File: config.mk
export PLATFORM = sky130hd
export DESIGN_NAME = uart_rx_deframer
export DESIGN_NICKNAME = d
export VERILOG_FILES = /design/src/rtl/uart_rx_deframer.sv
export SDC_FILE = /design/constraint.sdc
export NUM_CORES = 1
export LEC_CHECK = 0
export ABC_AREA = 0
export ABC_CLOCK_PERIOD_IN_PS = 1800
export CAP_MARGIN = 10
export CORE_MARGIN = 2
export CORE_UTILIZATION = 54
export DETAILED_ROUTE_END_ITERATION = 8
export PLACE_DENSITY = 0.86
export SYNTH_ARGS = -nofsm -noshare
export SYNTH_HDL_FRONTEND = slang
export SYNTH_SLANG_ARGS = --single-unit
File: constraint.sdc
create_clock -name clk -period 1.8 [get_ports clk]
set_input_delay 0.18 -clock clk [delete_from_list [all_inputs] [get_ports clk]]
set_output_delay 0.18 -clock clk [all_outputs]
set_load 0.05 [all_outputs]
File: src/rtl/uart_rx_deframer.sv
// Oversampling UART receiver: recovers start/data/parity/stop and pushes good bytes to the RX FIFO.
// Define UART_RX_MAJORITY_EN to take a 2-of-3 majority vote at every sample point.
module uart_rx_deframer #(
  parameter int DATA_BITS  = 8,
  parameter int OVERSAMPLE = 16
) (
  input  logic                 clk,
  input  logic                 areset,
  input  logic                 rx_tick,
  input  logic                 rxd,
  input  logic                 p_enbl,
  input  logic                 fifo_full,
  output logic [DATA_BITS-1:0] dout,
  output logic                 write_en,
  output logic                 busy,
  output logic                 frame_err,
  output logic                 parity_err,
  output logic                 overrun_err,
  output logic                 error
);
  localparam int TW = $clog2(OVERSAMPLE);
  localparam int BW = $clog2(DATA_BITS);
  localparam logic [TW-1:0] C_START  = TW'(OVERSAMPLE/2 - 1);
  localparam logic [TW-1:0] C_BIT    = TW'(OVERSAMPLE - 1);
  localparam logic [BW-1:0] LAST_BIT = BW'(DATA_BITS - 1);

  typedef enum logic [2:0] {IDLE, START, DATA, PARITY, STOP, WAIT_HIGH} state_t;

  state_t                state_q, state_d;
  logic                  rxd_meta_q, rxd_meta_d, rxd_s_q, rxd_s_d;
  logic [TW-1:0]         tick_cnt_q, tick_cnt_d;
  logic [BW-1:0]         bit_cnt_q, bit_cnt_d;
  logic [DATA_BITS-1:0]  shift_q, shift_d, dout_q, dout_d;
  logic                  pen_q, pen_d, par_bad_q, par_bad_d;
  logic                  write_en_q, write_en_d, frame_err_q, frame_err_d;
  logic                  parity_err_q, parity_err_d, overrun_err_q, overrun_err_d;
  logic                  error_q, error_d;
  logic [TW-1:0]         c_pt;
  logic                  at_pt, samp;
`ifdef UART_RX_MAJORITY_EN
  logic [1:0]            vote_q, vote_d;
`endif

  always_comb begin
    rxd_meta_d    = rxd;
    rxd_s_d       = rxd_meta_q;
    state_d       = state_q;
    tick_cnt_d    = tick_cnt_q;
    bit_cnt_d     = bit_cnt_q;
    shift_d       = shift_q;
    dout_d        = dout_q;
    pen_d         = pen_q;
    par_bad_d     = par_bad_q;
    write_en_d    = 1'b0;
    frame_err_d   = 1'b0;
    parity_err_d  = 1'b0;
    overrun_err_d = 1'b0;
    c_pt          = (state_q == START) ? C_START : C_BIT;
    at_pt         = rx_tick && (tick_cnt_q == c_pt);
`ifdef UART_RX_MAJORITY_EN
    // Two earlier votes are captured on the ticks just before the sample point.
    vote_d = vote_q;
    if (rx_tick && (tick_cnt_q == c_pt - TW'(2))) vote_d[0] = rxd_s_q;
    if (rx_tick && (tick_cnt_q == c_pt - TW'(1))) vote_d[1] = rxd_s_q;
    samp = (vote_q[0] & vote_q[1]) | (vote_q[0] & rxd_s_q) | (vote_q[1] & rxd_s_q);
`else
    samp = rxd_s_q;
`endif
    if (rx_tick && state_q != IDLE && state_q != WAIT_HIGH)
      tick_cnt_d = at_pt ? '0 : tick_cnt_q + TW'(1);

    case (state_q)
      IDLE: begin
        tick_cnt_d = '0;
        if (!rxd_s_q) state_d = START;
      end
      START: if (at_pt) begin
        if (!samp) begin
          state_d   = DATA;
          pen_d     = p_enbl;
          bit_cnt_d = '0;
          par_bad_d = 1'b0;
        end else begin
          state_d = IDLE;
        end
      end
      DATA: if (at_pt) begin
        shift_d = {samp, shift_q[DATA_BITS-1:1]};
        if (bit_cnt_q == LAST_BIT) begin
          bit_cnt_d = '0;
          state_d   = pen_q ? PARITY : STOP;
        end else begin
          bit_cnt_d = bit_cnt_q + BW'(1);
        end
      end
      PARITY: if (at_pt) begin
        par_bad_d = (^shift_q) ^ samp;
        state_d   = STOP;
      end
      STOP: if (at_pt) begin
        if (!samp) begin
          frame_err_d = 1'b1;
          state_d     = WAIT_HIGH;
        end else begin
          state_d = IDLE;
          if (par_bad_q)      parity_err_d  = 1'b1;
          else if (fifo_full) overrun_err_d = 1'b1;
          else begin
            write_en_d = 1'b1;
            dout_d     = shift_q;
          end
        end
      end
      // A held-low line must not be decoded as back-to-back 0x00 frames.
      WAIT_HIGH: if (rxd_s_q) state_d = IDLE;
      default: state_d = IDLE;
    endcase
    error_d = frame_err_d | parity_err_d | overrun_err_d;
  end

  always_ff @(posedge clk) begin
    if (!areset) begin
      rxd_meta_q    <= 1'b1;
      rxd_s_q       <= 1'b1;
      state_q       <= IDLE;
      tick_cnt_q    <= '0;
      bit_cnt_q     <= '0;
      shift_q       <= '0;
      dout_q        <= '0;
      pen_q         <= 1'b0;
      par_bad_q     <= 1'b0;
      write_en_q    <= 1'b0;
      frame_err_q   <= 1'b0;
      parity_err_q  <= 1'b0;
      overrun_err_q <= 1'b0;
      error_q       <= 1'b0;
`ifdef UART_RX_MAJORITY_EN
      vote_q        <= 2'b11;
`endif
    end else begin
      rxd_meta_q    <= rxd_meta_d;
      rxd_s_q       <= rxd_s_d;
      state_q       <= state_d;
      tick_cnt_q    <= tick_cnt_d;
      bit_cnt_q     <= bit_cnt_d;
      shift_q       <= shift_d;
      dout_q        <= dout_d;
      pen_q         <= pen_d;
      par_bad_q     <= par_bad_d;
      write_en_q    <= write_en_d;
      frame_err_q   <= frame_err_d;
      parity_err_q  <= parity_err_d;
      overrun_err_q <= overrun_err_d;
      error_q       <= error_d;
`ifdef UART_RX_MAJORITY_EN
      vote_q        <= vote_d;
`endif
    end
  end

  assign dout        = dout_q;
  assign write_en    = write_en_q;
  assign busy        = (state_q != IDLE);
  assign frame_err   = frame_err_q;
  assign parity_err  = parity_err_q;
  assign overrun_err = overrun_err_q;
  assign error       = error_q;
endmodule

==> reports/qor.tcl <==
set qor(outcome) {completed}
set qor(diodes) 0
set qor(maxClockFrequency_mhz) 587
set qor(initial_utilization_pct) 58.3
set qor(cp_cell_sequence) {ha_1 > nand4_2 > nor3_4 > buf_12 > mux2i_1 > nor2_1}
set qor(timing.hold.worst_path_depth) 2
set qor(coreArea_um2) 2810
set qor(post_dp_cell_area_um2) 1930
set qor(groute.usage.overall_pct) 23.0
set qor(clock_sinks) 35
set qor(syn_nets) 188
set qor(setup-tns-final_ns) 0
set qor(seq_area_frac_synth_pct) 42.9
set qor(port_bufs) 19
set qor(pin_count) 20
set qor(routed-via-count) 1352
set qor(row_count) 19
set qor(clock_slew_at_the_register_clock_pins_of_the_worst_setup_and_hold_paths_ns) 0.11
set qor(dpl.hpwl_mm) 2.45
set qor(routed_via_density) 5.68
set qor(design.final.nets) 215
set qor(setup.worst_path.class) {flop to flop}
set qor(startpoint_type_of_the_worst_setup_path) {flop}
set qor(globalplace.congestion) 0.851
set qor(max-slew-margin-rel_pct) 66.4
set qor(power.density_nw_per_um2) 800
set qor(tightestPinTransition_ns) 0.502
set qor(critical-path-top-delay-family) {simple AND/OR/NAND/NOR gates}
set qor(timing.critical_path.fanout_max) 8
set qor(worst_r2r_path_depth) 6
set qor(critPathRequiredTime_ns) 2.02
set qor(placedCellCount) 230
set qor(worst_clock_skew_ns) 0.0130
set qor(wire_per_inst_um) 14.0
set qor(layout.cells.most_common) {sky130_fd_sc_hd__dfxtp_1}
set qor(instances_no_fill) 238
set qor(min_path_type) {input port to flop}
set qor(timing.final.crit_share_pct) 94.6
set qor(dieArea_um2) 3480
set qor(worstPathBufferInverterCount) 1
set qor(route.final.wire_length_mm) 3.33
set qor(final-setup-viol-count) 0
set qor(crit_path_top_delay_cell) {sky130_fd_sc_hd__dfxtp_1}
set qor(grt_max_degree) 24
set qor(clk_path_buf_depth) 2
set qor(syn_to_final_growth_pct) 21.5
set qor(route.antenna.remaining_nets) 0
set qor(max_h_tree_level) 2
set qor(cts_setup_buffers) 0
set qor(setup_repair_after_global_routing_missed_its_margin) {no}
set qor(clock_insertion_delay_worst_skew_ns) 0.34
set qor(maxCapViolCount) 0
set qor(yosys_warnings) 0
set qor(clock-root-buffer) {sky130_fd_sc_hd__clkbuf_4}
set qor(postSynthCellCount) 179
set qor(final_layout_size_suffix_gt1_share_pct) 11.1
set qor(crit_path_max_incr_delay_ns) 0.40
set qor(critical_path_cell_count) 6
set qor(yosys_register_bits) 35
set qor(period_minus_slack_ns) 1.70
set qor(layout_common_cells) {sky130_fd_sc_hd__dfxtp_1 (35), sky130_fd_sc_hd__nor2_1 (27), sky130_fd_sc_hd__clkdlybuf4s50_1 (18)}
set qor(total_leakage_power_uw) 0.000716
set qor(cp-end-kind) {flop}
set qor(die_h_um) 59.0
set qor(layout_setup_ws_ns) 0.0967
set qor(syn-mean-instance-area_um2) 9.13
set qor(cts-buffers-inserted) 5
set qor(grt_first_pass_wirelength_mm) 6.05
set qor(drt_drc_violations_left) 0
set qor(timing.final.max_slew_violations) 0
set qor(globalRouteOverflowTotal) 0
set qor(fin_area_um2) 1990
set qor(first_global_vias) 1388
set qor(finalHoldViolations) 0
set qor(starting_drc_count_in_detailed_routing) 70
set qor(die_w_um) 59.0
set qor(irDropWorstVdd_mv) 0.599
set qor(first_pass_iters) 4
set qor(synthesis.area_um2) 1630
set qor(dp_worst_setup_slack_ns) 0.00495
set qor(antenna_found_initial) 0
set qor(synth.lib_cells_used.distinct) 42
set qor(worst_ep_arrival_time_ns) 1.93
set qor(tritoncts) {built}
[timing repair]
item,4_1_cts,5_1_grt
gates resized for setup,0,2
setup endpoints to repair,0,4
hold buffers,0,0
[worst register-to-register path: cells and delay by family (launching register included)]
kind	cells	cell delay, ns
flip-flops	1	0.40
AND/OR/NAND/NOR	3	0.59
multiplexers	1	0.20
buffers and inverters	1	0.16
adder cells (fa/ha/maj)	1	0.24
[power breakdown]
part           total (µW)  switching, µW  internal, µW
clock network         399            247           152
logic                 355            205           150
registers             835           40.9           794
total                1590            492          1100
[sequential cells by signal, summed over array words and instances, names as in the netlist, 3 cells and up]
signal      cells
tick_cnt_q      4
bit_cnt_q       3
dout            8
state_q         3
shift_q         8
[final timing paths]
kind	from	to	slack (ns)
worst max-delay path	tick_cnt_q[0]$_SDFFE_PP0P_	dout[7]$_SDFFE_PN0P_	0.1
worst min-delay path	areset	rxd_s_q$_SDFF_PN1_	0.42
worst max register to register	tick_cnt_q[0]$_SDFFE_PP0P_	dout[7]$_SDFFE_PN0P_	0.1
worst min register to register	rxd_meta_q$_SDFF_PN1_	rxd_s_q$_SDFF_PN1_	0.44
[metal layers]
metal	wire length, µm	track usage, %	part of all wire (%)	vias up
met1	1440	27.1	43	616
met2	1610	39.5	48	48
li1	-	-	-	677
met5	0	0	0	-
met3	174	4.80	5.2	11
met4	104	11.0	3.1	0
[layout make-up]
type                    instances  area (µm²)
fillers                       221         820
well taps                      31        38.8
inverters                       6        22.5
flip-flops and latches         35         701
clock buffers                   7        45.0
repair buffers                 28         293
clock inverters                 1        5.00
multi-input cells             130         881
[cell families after synthesis]
kind of cell	Yosys count	share of synthesized area, %
muxes	17	10.4
buffers and inverters	14	3.52
and+or+nand+nor	72	24.2
AOI/OAI and AO/OA	28	10.5
xor gates and xnor gates	10	6.20
adders and majority gates	3	2.30
DFF	35	42.9
[synthesized netlist by cell type (all sizes together)]
cell	number	area (µm²)
nand4	1	12.5
nand2b	6	37.5
nand3b	1	7.51
and4b	1	10.0
nor3	10	77.6
a311oi	1	8.76
nand3	6	30.0
xnor2	7	61.3
ha	3	37.5
nand2	7	26.3
xnor3	1	22.5
a2bb2oi	1	8.76
a211oi	2	15.0
o22ai	1	6.26
or3	3	18.8
o21bai	1	7.51
and3b	1	8.76
mux2i	17	170
a21oi	11	55.1
nor2	27	101
nor3b	1	7.51
clkbuf	4	15.0
and2	2	12.5
inv	5	18.8
a31oi	1	6.26
o21a	1	7.51
o211ai	1	7.51
o41ai	1	8.76
o211a	1	10.0
xor2	2	17.5
or3b	1	11.3
nor4	1	6.26
clkinv	1	3.75
nor2b	1	6.26
nand4b	1	8.76
o21ai	6	30.0
buf	4	20.0
and3	2	12.5
dfxtp	35	701
[per-stage QoR]
stage	total power (µW)	utilization (%)	hold slack, ns
after global routing	1680	70.8	0.437
after global placement	1180	68.8	0.399
after floorplan	1080	-	0.253
after CTS	1600	70.6	0.423
final	1590	70.8	0.422
after detailed placement	1200	68.8	0.421
No activity file was read; power rests on OpenSTA's default activity.
